<file path="config.mk">
export PLATFORM = sky130hd
export DESIGN_NAME = uart_core
export DESIGN_NICKNAME = d
export VERILOG_FILES = /design/src/rtl/uart_core_pkg.sv /design/src/rtl/uart_core_fifo.sv /design/src/rtl/uart_core.sv
export SDC_FILE = /design/constraint.sdc
export NUM_CORES = 1
export LEC_CHECK = 0
export CAP_MARGIN = 20
export CORE_ASPECT_RATIO = 1.4
export CORE_MARGIN = 1.5
export CORE_UTILIZATION = 66
export CTS_BUF_LIST = sky130_fd_sc_hd__clkbuf_4 sky130_fd_sc_hd__clkbuf_8
export CTS_CLUSTER_DIAMETER = 150
export CTS_CLUSTER_SIZE = 16
export DETAILED_ROUTE_END_ITERATION = 8
export GPL_TIMING_DRIVEN = 0
export PLACE_DENSITY_LB_ADDON = 0.1
export RECOVER_POWER = 25
export SETUP_SLACK_MARGIN = 0.4
export SLEW_MARGIN = 20
export SYNTH_ARGS = -nofsm -noshare
export SYNTH_HDL_FRONTEND = slang
export SYNTH_SLANG_ARGS = --single-unit
export TNS_END_PERCENT = 50
</file>
<file path="constraint.sdc">
create_clock -name clk -period 5.4 [get_ports clk]
set_input_delay 1.08 -clock clk [delete_from_list [all_inputs] [get_ports clk]]
set_output_delay 1.08 -clock clk [all_outputs]
set_load 0.02 [all_outputs]
</file>
<file path="src/rtl/uart_core_pkg.sv">
// Shared definitions for the UART core: parity modes, FSM encodings and a width helper.
package uart_core_pkg;

  localparam int PARITY_NONE = 0;
  localparam int PARITY_ODD  = 1;
  localparam int PARITY_EVEN = 2;

  typedef enum logic [2:0] {TX_IDLE, TX_START, TX_DATA, TX_PARITY, TX_STOP} tx_state_t;
  typedef enum logic [2:0] {RX_IDLE, RX_START, RX_DATA, RX_PARITY, RX_STOP} rx_state_t;

  // Counter width able to hold 0..v-1, never narrower than one bit.
  function automatic int cnt_width(input int v);
    return (v <= 2) ? 1 : $clog2(v);
  endfunction

endpackage

</file>
<file path="src/rtl/uart_core_fifo.sv">
// Synchronous first-word-fall-through FIFO with overrun reporting; used for the RX word queue.
module uart_core_fifo #(
  parameter int WIDTH = 10,
  parameter int DEPTH = 4
) (
  input  logic             clk,
  input  logic             rst,
  input  logic             push,
  input  logic [WIDTH-1:0] wdata,
  input  logic             pop,
  output logic [WIDTH-1:0] rdata,
  output logic             empty,
  output logic             overrun
);
  localparam int AW = $clog2(DEPTH);

  logic [WIDTH-1:0] mem [DEPTH];
  logic [AW:0]      wr_ptr, rd_ptr;
  logic             full, do_push, do_pop;

  assign empty   = (wr_ptr == rd_ptr);
  assign full    = (wr_ptr[AW] != rd_ptr[AW]) && (wr_ptr[AW-1:0] == rd_ptr[AW-1:0]);
  assign do_pop  = pop & ~empty;
  // A pop in the same cycle frees the slot, so a full FIFO still takes the push.
  assign do_push = push & (~full | do_pop);
  assign overrun = push & ~do_push;
  assign rdata   = empty ? '0 : mem[rd_ptr[AW-1:0]];

  always_ff @(posedge clk) begin
    if (do_push) mem[wr_ptr[AW-1:0]] <= wdata;
  end

  always_ff @(posedge clk) begin
    if (rst) begin
      wr_ptr <= '0;
      rd_ptr <= '0;
    end else begin
      if (do_push) wr_ptr <= wr_ptr + 1'b1;
      if (do_pop)  rd_ptr <= rd_ptr + 1'b1;
    end
  end

endmodule

</file>
<file path="src/rtl/uart_core.sv">
// Full-duplex UART: TX FSM, synchronised RX FSM with parity/framing checks, RX FIFO.
module uart_core
  import uart_core_pkg::*;
#(
  parameter int CLKS_PER_BIT = 16,
  parameter int DATA_BITS    = 8,
  parameter int PARITY_MODE  = 0,
  parameter int STOP_BITS    = 1,
  parameter int FIFO_DEPTH   = 4
) (
  input  logic                 clk,
  input  logic                 rst,
  input  logic                 rx_serial,
  output logic                 tx_serial,
  input  logic [DATA_BITS-1:0] tx_data,
  input  logic                 tx_valid,
  output logic                 tx_ready,
  output logic [DATA_BITS-1:0] rx_data,
  output logic                 rx_parity_err,
  output logic                 rx_frame_err,
  output logic                 rx_valid,
  input  logic                 rx_ready,
  output logic                 rx_overrun
);
  localparam int CW      = cnt_width(CLKS_PER_BIT);
  localparam bit HAS_PAR = (PARITY_MODE != PARITY_NONE);

  typedef struct packed {
    logic                 frame_err;
    logic                 parity_err;
    logic [DATA_BITS-1:0] data;
  } rx_word_t;

  function automatic logic par_of(input logic [DATA_BITS-1:0] d);
    return (PARITY_MODE == PARITY_ODD) ? ~^d : ^d;
  endfunction

  // ---------------- TX ----------------
  tx_state_t            tx_state;
  logic [CW-1:0]        tx_cnt;
  logic [3:0]           tx_bit;
  logic [DATA_BITS-1:0] tx_shift;
  logic                 tx_par;
  logic                 tx_tick;

  assign tx_tick = (tx_cnt == CW'(CLKS_PER_BIT-1));

  always_ff @(posedge clk) begin
    if (rst) begin
      tx_state  <= TX_IDLE;
      tx_cnt    <= '0;
      tx_bit    <= '0;
      tx_shift  <= '0;
      tx_par    <= 1'b0;
      tx_serial <= 1'b1;
      tx_ready  <= 1'b1;
    end else if (tx_state == TX_IDLE) begin
      if (tx_valid) begin
        tx_shift  <= tx_data;
        tx_par    <= par_of(tx_data);
        tx_cnt    <= '0;
        tx_serial <= 1'b0;
        tx_ready  <= 1'b0;
        tx_state  <= TX_START;
      end
    end else begin
      tx_cnt <= tx_tick ? '0 : tx_cnt + 1'b1;
      if (tx_tick) begin
        case (tx_state)
          TX_START: begin
            tx_serial <= tx_shift[0];
            tx_bit    <= '0;
            tx_state  <= TX_DATA;
          end
          TX_DATA: begin
            if (tx_bit == 4'(DATA_BITS-1)) begin
              tx_bit    <= '0;
              tx_serial <= HAS_PAR ? tx_par : 1'b1;
              tx_state  <= HAS_PAR ? TX_PARITY : TX_STOP;
            end else begin
              tx_shift  <= tx_shift >> 1;
              tx_serial <= tx_shift[1];
              tx_bit    <= tx_bit + 1'b1;
            end
          end
          TX_PARITY: begin
            tx_serial <= 1'b1;
            tx_bit    <= '0;
            tx_state  <= TX_STOP;
          end
          TX_STOP: begin
            if (tx_bit == 4'(STOP_BITS-1)) begin
              tx_ready <= 1'b1;
              tx_state <= TX_IDLE;
            end else begin
              tx_bit <= tx_bit + 1'b1;
            end
          end
          default: tx_state <= TX_IDLE;
        endcase
      end
    end
  end

  // ---------------- RX ----------------
  logic                 rx_s1, rx_s2;
  rx_state_t            rx_state;
  logic [CW-1:0]        rx_cnt;
  logic [3:0]           rx_bit;
  logic [DATA_BITS-1:0] rx_shift;
  logic                 rx_perr;
  logic                 rx_push;
  rx_word_t             rx_word, rx_head;
  logic                 rx_tick, rx_empty;

  assign rx_tick = (rx_cnt == CW'(CLKS_PER_BIT-1));

  always_ff @(posedge clk) begin
    if (rst) begin
      rx_s1 <= 1'b1;
      rx_s2 <= 1'b1;
    end else begin
      rx_s1 <= rx_serial;
      rx_s2 <= rx_s1;
    end
  end

  always_ff @(posedge clk) begin
    if (rst) begin
      rx_state <= RX_IDLE;
      rx_cnt   <= '0;
      rx_bit   <= '0;
      rx_shift <= '0;
      rx_perr  <= 1'b0;
      rx_push  <= 1'b0;
      rx_word  <= '0;
    end else begin
      rx_push <= 1'b0;
      case (rx_state)
        RX_IDLE: begin
          rx_cnt <= '0;
          if (!rx_s2) begin
            rx_perr  <= 1'b0;
            rx_state <= RX_START;
          end
        end
        RX_START: begin
          // Half-bit recheck rejects line glitches and aligns later samples to mid-bit.
          if (rx_cnt == CW'(CLKS_PER_BIT/2-1)) begin
            rx_cnt   <= '0;
            rx_bit   <= '0;
            rx_state <= rx_s2 ? RX_IDLE : RX_DATA;
          end else begin
            rx_cnt <= rx_cnt + 1'b1;
          end
        end
        RX_DATA: begin
          rx_cnt <= rx_tick ? '0 : rx_cnt + 1'b1;
          if (rx_tick) begin
            rx_shift <= {rx_s2, rx_shift[DATA_BITS-1:1]};
            if (rx_bit == 4'(DATA_BITS-1)) rx_state <= HAS_PAR ? RX_PARITY : RX_STOP;
            else                           rx_bit   <= rx_bit + 1'b1;
          end
        end
        RX_PARITY: begin
          rx_cnt <= rx_tick ? '0 : rx_cnt + 1'b1;
          if (rx_tick) begin
            rx_perr  <= (rx_s2 != par_of(rx_shift));
            rx_state <= RX_STOP;
          end
        end
        RX_STOP: begin
          rx_cnt <= rx_tick ? '0 : rx_cnt + 1'b1;
          if (rx_tick) begin
            rx_word  <= '{frame_err: ~rx_s2, parity_err: rx_perr, data: rx_shift};
            rx_push  <= 1'b1;
            rx_state <= RX_IDLE;
          end
        end
        default: rx_state <= RX_IDLE;
      endcase
    end
  end

  uart_core_fifo #(
    .WIDTH (DATA_BITS+2),
    .DEPTH (FIFO_DEPTH)
  ) u_rx_fifo (
    .clk     (clk),
    .rst     (rst),
    .push    (rx_push),
    .wdata   (rx_word),
    .pop     (rx_valid & rx_ready),
    .rdata   (rx_head),
    .empty   (rx_empty),
    .overrun (rx_overrun)
  );

  assign rx_valid      = ~rx_empty;
  assign rx_data       = rx_head.data;
  assign rx_parity_err = rx_head.parity_err;
  assign rx_frame_err  = rx_head.frame_err;

endmodule

</file>
Yosys cells after proc, flatten, opt, wreduce, memory -nomap -nowiden

Memories as Yosys holds them, arrays and structs flattened. A register that Yosys moved wholly into a read port is not among the register bits.
Cells that the tools add are included.

Register bits: 60
Bits in writable memories: 40
Input bits: 13
Output and inout bits: 14
Word-level logic and storage cells: 143
Memories kept: 1

Memories:

| name          | words | width | rd ports | clocked after memory_dff | write ports | RTL line             | text |
|---|---|---|---|---|---|---|---|
| u_rx_fifo.mem | 4     | 10    | 1        | 1                        | 1           | uart_core_fifo.sv:17 | `logic [WIDTH-1:0] mem [DEPTH];` |

Add/sub/neg operators: 6
Equality and inequality tests: 29
Muxes and demuxes: 50
Bitwise gates (word level): 11
Reductions and logical operators: 27

Operators with widths:

| operator                                                               | number |
|---|---|
| 4-bit 2-to-1 mux                                                       | 10 |
| 8-bit 2-to-1 mux                                                       | 5 |
| 3-bit 2-to-1 mux                                                       | 11 |
| 4-bit case mux with 3 select lines                                     | 2 |
| 2-bit != test (second input constant)                                  | 10 |
| 4-bit AND reduction                                                    | 5 |
| 4-bit by 1-bit adder with 4-bit output (second input constant)         | 4 |
| 3-bit case mux with 5 select lines                                     | 1 |
| 1-bit 2-to-1 mux                                                       | 13 |
| 3-bit by 2-bit equality test with 1-bit output (second input constant) | 4 |
| 4-bit by 3-bit equality test with 1-bit output (second input constant) | 3 |
| 3-bit case mux with 4 select lines                                     | 1 |
| 2-bit nonzero test                                                     | 6 |
| 10-bit 2-to-1 mux                                                      | 1 |
| 4-bit equality test (second input constant)                            | 2 |
| 4-bit case mux with 2 select lines                                     | 1 |
| 8-bit parity                                                           | 1 |
| 3-bit by 1-bit adder with 3-bit output (second input constant)         | 2 |
| 3-bit by 1-bit equality test with 1-bit output (second input constant) | 2 |
| 3-bit equality test (second input constant)                            | 2 |
| 3-bit logical NOT                                                      | 2 |
| 2-bit 2-to-1 mux                                                       | 3 |
| 3-bit != test (second input constant)                                  | 2 |
| 1-bit NOT                                                              | 6 |
| 16 further kinds                                                       | 24 |

Longest topological paths before layout

Depth after elaboration: 8
Depth in mapped cells: 7
Mapped depth without buffers: 7

Hierarchy

Synthesis repeated with hierarchy kept, for this count alone.

Cell total of the unflattened synthesis: 439
Area total of the unflattened synthesis: 4,668.2 sq um

By module, submodules not included:

| module         | times used | cells an instance | area each (sq um) | seq. area each (sq um) |
|---|---|---|---|---|
| uart_core      | 1          | 321               | 2,655.0           | 1,081.0 |
| uart_core_fifo | 1          | 118               | 2,013.2           | 1,361.3 |

Worst setup path before layout

Ideal clock, no wire load.

Kind: in2out
Start: in rx_ready
End: out rx_overrun
Arrival time: 1.799 ns
Required time: 4.320 ns
Path slack: 2.521 ns
Stages on the path: 1
Buffers on the path: 0
Cells stage by stage: nor4_1

Longest elaborated chain between the ends: 6

RTL lines:

| element           | RTL line             | text |
|---|---|---|
| start, declared   | uart_core.sv:22      | `input logic rx_ready,` |
| 1-bit bitwise AND | uart_core.sv:193     | `.pop (rx_valid & rx_ready),` |
| 1-bit bitwise AND | uart_core_fifo.sv:23 | `assign do_pop = pop & ~empty;` |
| 1-bit OR          | uart_core_fifo.sv:25 | `assign do_push = push & (~full \| do_pop);` |
| 1-bit bitwise AND | uart_core_fifo.sv:25 |  |
| 1-bit NOT         | uart_core_fifo.sv:26 | `assign overrun = push & ~do_push;` |
| 1-bit bitwise AND | uart_core_fifo.sv:26 |  |
| end, declared     | uart_core.sv:23      | `output logic rx_overrun` |

Every way passes these cells.

Worst setup path in the final report

Same ends and word-level chain as after synthesis.

==> metrics.cfg <==
[outcome]
status = finished, final reports clean

[logic_synthesis]
synth_top_flop_cell = dfxtp_1
async_flop_share_pct = 0
syn-cell-area_um2 = 4530
avgSynthCellArea_um2 = 11.3
ys_seq_area_share_pct = 53.9
synth-edff-count = 40
synthCells = 400
synth-seq-cells = 102
yosys_warnings = 0
ys_types = 63
syn-num-nets = 423

[worst_setup_path]
crit_cells = 3
cp_max_fo = 4
rr_endpoint = u_rx_fifo.mem[3][0]
required_ps = 4320
critical_path.max_stage_delay_ps = 660
r2r_cells = 3
r2r-start = u_rx_fifo.wr_ptr[1]
cp_top_family = buffers and inverters
regToRegSetupSlack_ps = 3350
crit_slowest_cell = clkdlybuf4s50_1
crit_path_end_kind = output pin
cpMostUsedCell = clkdlybuf4s50_1
crit_start = rx_ready
path_class = input port to output pin
worst-endpoint-arrival_ps = 2520
path_buf_inv = 2
crit_path_start_kind = input port
crit_chain = clkdlybuf4s50_1, nor4_1, clkdlybuf4s50_1

[die]
die-area_um2 = 7380
core_um2 = 6610
num_rows = 35
io_pins = 27
start_util_pct = 68.6
die_h_um = 101
die_w_um = 73.1

[timing]
worstMarginPinSlew_ps = 1030
fin_skew_ps = 7.91
setup_viol = 0
period_share_pct = 66.7
grt_setup_unrepaired = false
slew_headroom_pct = 31.3
hold_slack_ps = 418
fin_setup_tns_ps = 0
report.final.slew_viol_count = 0
finalHoldViolCount = 0
timing.fmax_mhz = 277
min_period_ps = 3600

[finish]
layout_common_cells = 62 x dfxtp_1, 56 x nor2_1, 40 x edfxtp_1
area_growth_pct = 12.3
finalNetCount = 459
antenna_cells = 0
final_common_cell = dfxtp_1
multi_input_area_um2 = 1910
layout-drive-gt1-share_pct = 12.7
layout.area.seq_um2 = 2440
fill_cells = 424

[grt]
grt_pass1_vias = 2940
grt_max_degree = 20
grt_pass1_wl_um = 13500
antenna_found_initial = 0
grt-ovfl-total = 0
grt_usage_pct = 24.0

[routing]
via_count = 2997
routedWlPerCell_um = 15.0
routed_wirelength_um = 7970
detailedRoute.firstPassIterationCount = 4
viasPerCell = 5.62
initialDrtViolationCount = 141
drc = 0
ant_nets = 0

[power_and_ir_drop]
vdd_drop_max_uv = 273
cellLeakagePower_uw = 0.00181
p_sw_uw = 455
internal-power_uw = 1110
power.share.sequential_pct = 54.1
clockPowerShare_pct = 28.8
swShare_pct = 29.2
pwr-share-comb_pct = 17.1
power.density_nw_per_um2 = 306

[clocking]
hold_buffers = 0
cts.root.buffer_cell = clkbuf_8
insertion_delay_ps = 360
clkSlewWorstSetupHoldPaths_ps = 100
cts_tree = done
cts_max_level = 3
clock_sinks = 102
clk_path_buf_depth = 2
cts_resized = 0
cts_inserted_buffers = 9
post_cts_buffers = 0

[place]
dpl.hpwl_um = 5810
place.gp.congestion = 0.782
port_buffers = 25

[worst_hold_path]
hold_class = register to register
hold_path_end = rx_s2
min_path_cells = 1
hp-start = rx_s1

[flow_run]
cap_violations = 0

-- per-layer routing --
metal	global-route usage (%)	vias up	part of all wire [%]
li1	-	1498	-
met1	27.9	1433	41
met2	42.8	51	54
met3	3.10	15	2.1
met4	11.3	0	2.1
met5	0	-	0
-- power groups by stage --
stage / sequential (uW) / clock (uW) / combinational [uW]
2_1_floorplan: 858 / 0 / 202
3_3_place_gp: 859 / 0 / 253
3_5_place_dp: 860 / 0 / 262
4_1_cts: 843 / 463 / 266
5_1_grt: 848 / 486 / 298
6_report: 844 / 450 / 267
-- flip-flops by register name, summed over array words and instances (netlist names), named ones only --
name	count
u_rx_fifo.mem	40
rx_word	10
rx_shift	8
tx_shift	8
rx_bit	4
rx_cnt	4
tx_bit	4
tx_cnt	4
rx_state	3
tx_state	3
u_rx_fifo.rd_ptr	3
u_rx_fifo.wr_ptr	3
rx_perr	1
rx_push	1
rx_s1	1
rx_s2	1
tx_ready	1
tx_serial	1
-- kinds of logic (layout without fill, tap and decap cells) --
| kind of cell | Yosys count | after routing | synth area share (%) |
|---|---|---|---|
| buffers and inverters | 37 | 78 | 3.95 |
| DFF | 102 | 102 | 53.9 |
| xor gates and xnor gates | 20 | 20 | 3.86 |
| and+or+nand+nor | 143 | 143 | 16.0 |
| AOI/OAI and AO/OA | 55 | 55 | 9.44 |
| muxes | 33 | 33 | 10.1 |
| adders and majority gates | 10 | 10 | 2.76 |
-- metrics by stage --
stage	worst slack [ps]	power [uW]	instances	utilization (%)	instance area, um^2
6_report	1800	1560	533	77.0	5090
3_3_place_gp	1820	1110	517	74.1	4900
4_1_cts	1790	1570	533	77.0	5090
5_1_grt	1750	1630	533	77.0	5090
3_5_place_dp	1790	1120	517	74.1	4900
2_1_floorplan	2520	1060	400	-	4530
-- Yosys cell counts (3+ instances only) --
| library cell | n | area share, % |
|---|---|---|
| a21oi_1 | 18 | 2.0 |
| a311oi_2 | 5 | 1.7 |
| and2_1 | 12 | 1.7 |
| and3_1 | 3 | 0.41 |
| buf_2 | 5 | 0.55 |
| buf_4 | 3 | 0.50 |
| buf_6 | 3 | 0.74 |
| clkbuf_1 | 8 | 0.66 |
| dfxtp_1 | 62 | 27 |
| edfxtp_1 | 40 | 26 |
| ha_1 | 10 | 2.8 |
| inv_1 | 16 | 1.3 |
| mux2i_1 | 21 | 4.6 |
| mux4_2 | 10 | 5.0 |
| nand2_1 | 27 | 2.2 |
| nand2b_1 | 3 | 0.41 |
| nand3_1 | 12 | 1.3 |
| nand4_1 | 3 | 0.41 |
| nor2_1 | 56 | 4.6 |
| nor3_1 | 7 | 0.77 |
| o21ai_0 | 5 | 0.55 |
| xnor2_1 | 13 | 2.5 |
| xor2_1 | 7 | 1.4 |
-- area by class of cell --
cell class | instances | area share (%)
timing repair buffer | 25 | 4.91
clock inverter | 7 | 1.38
tap | 92 | 2.26
buffer | 21 | 2.33
inverter | 16 | 1.18
clock buffer | 9 | 2.43
multi-input combinational | 261 | 37.6
sequential | 102 | 47.9
-- worst max-delay path by stage --
stage,endpoint,slack (ps)
after CTS,rx_overrun,1790
final,rx_overrun,1800
after detailed placement,rx_overrun,1790
after global placement,rx_overrun,1820
after floorplan,rx_overrun,2520
after global routing,rx_overrun,1750
Power figures use the tool's default switching activity.
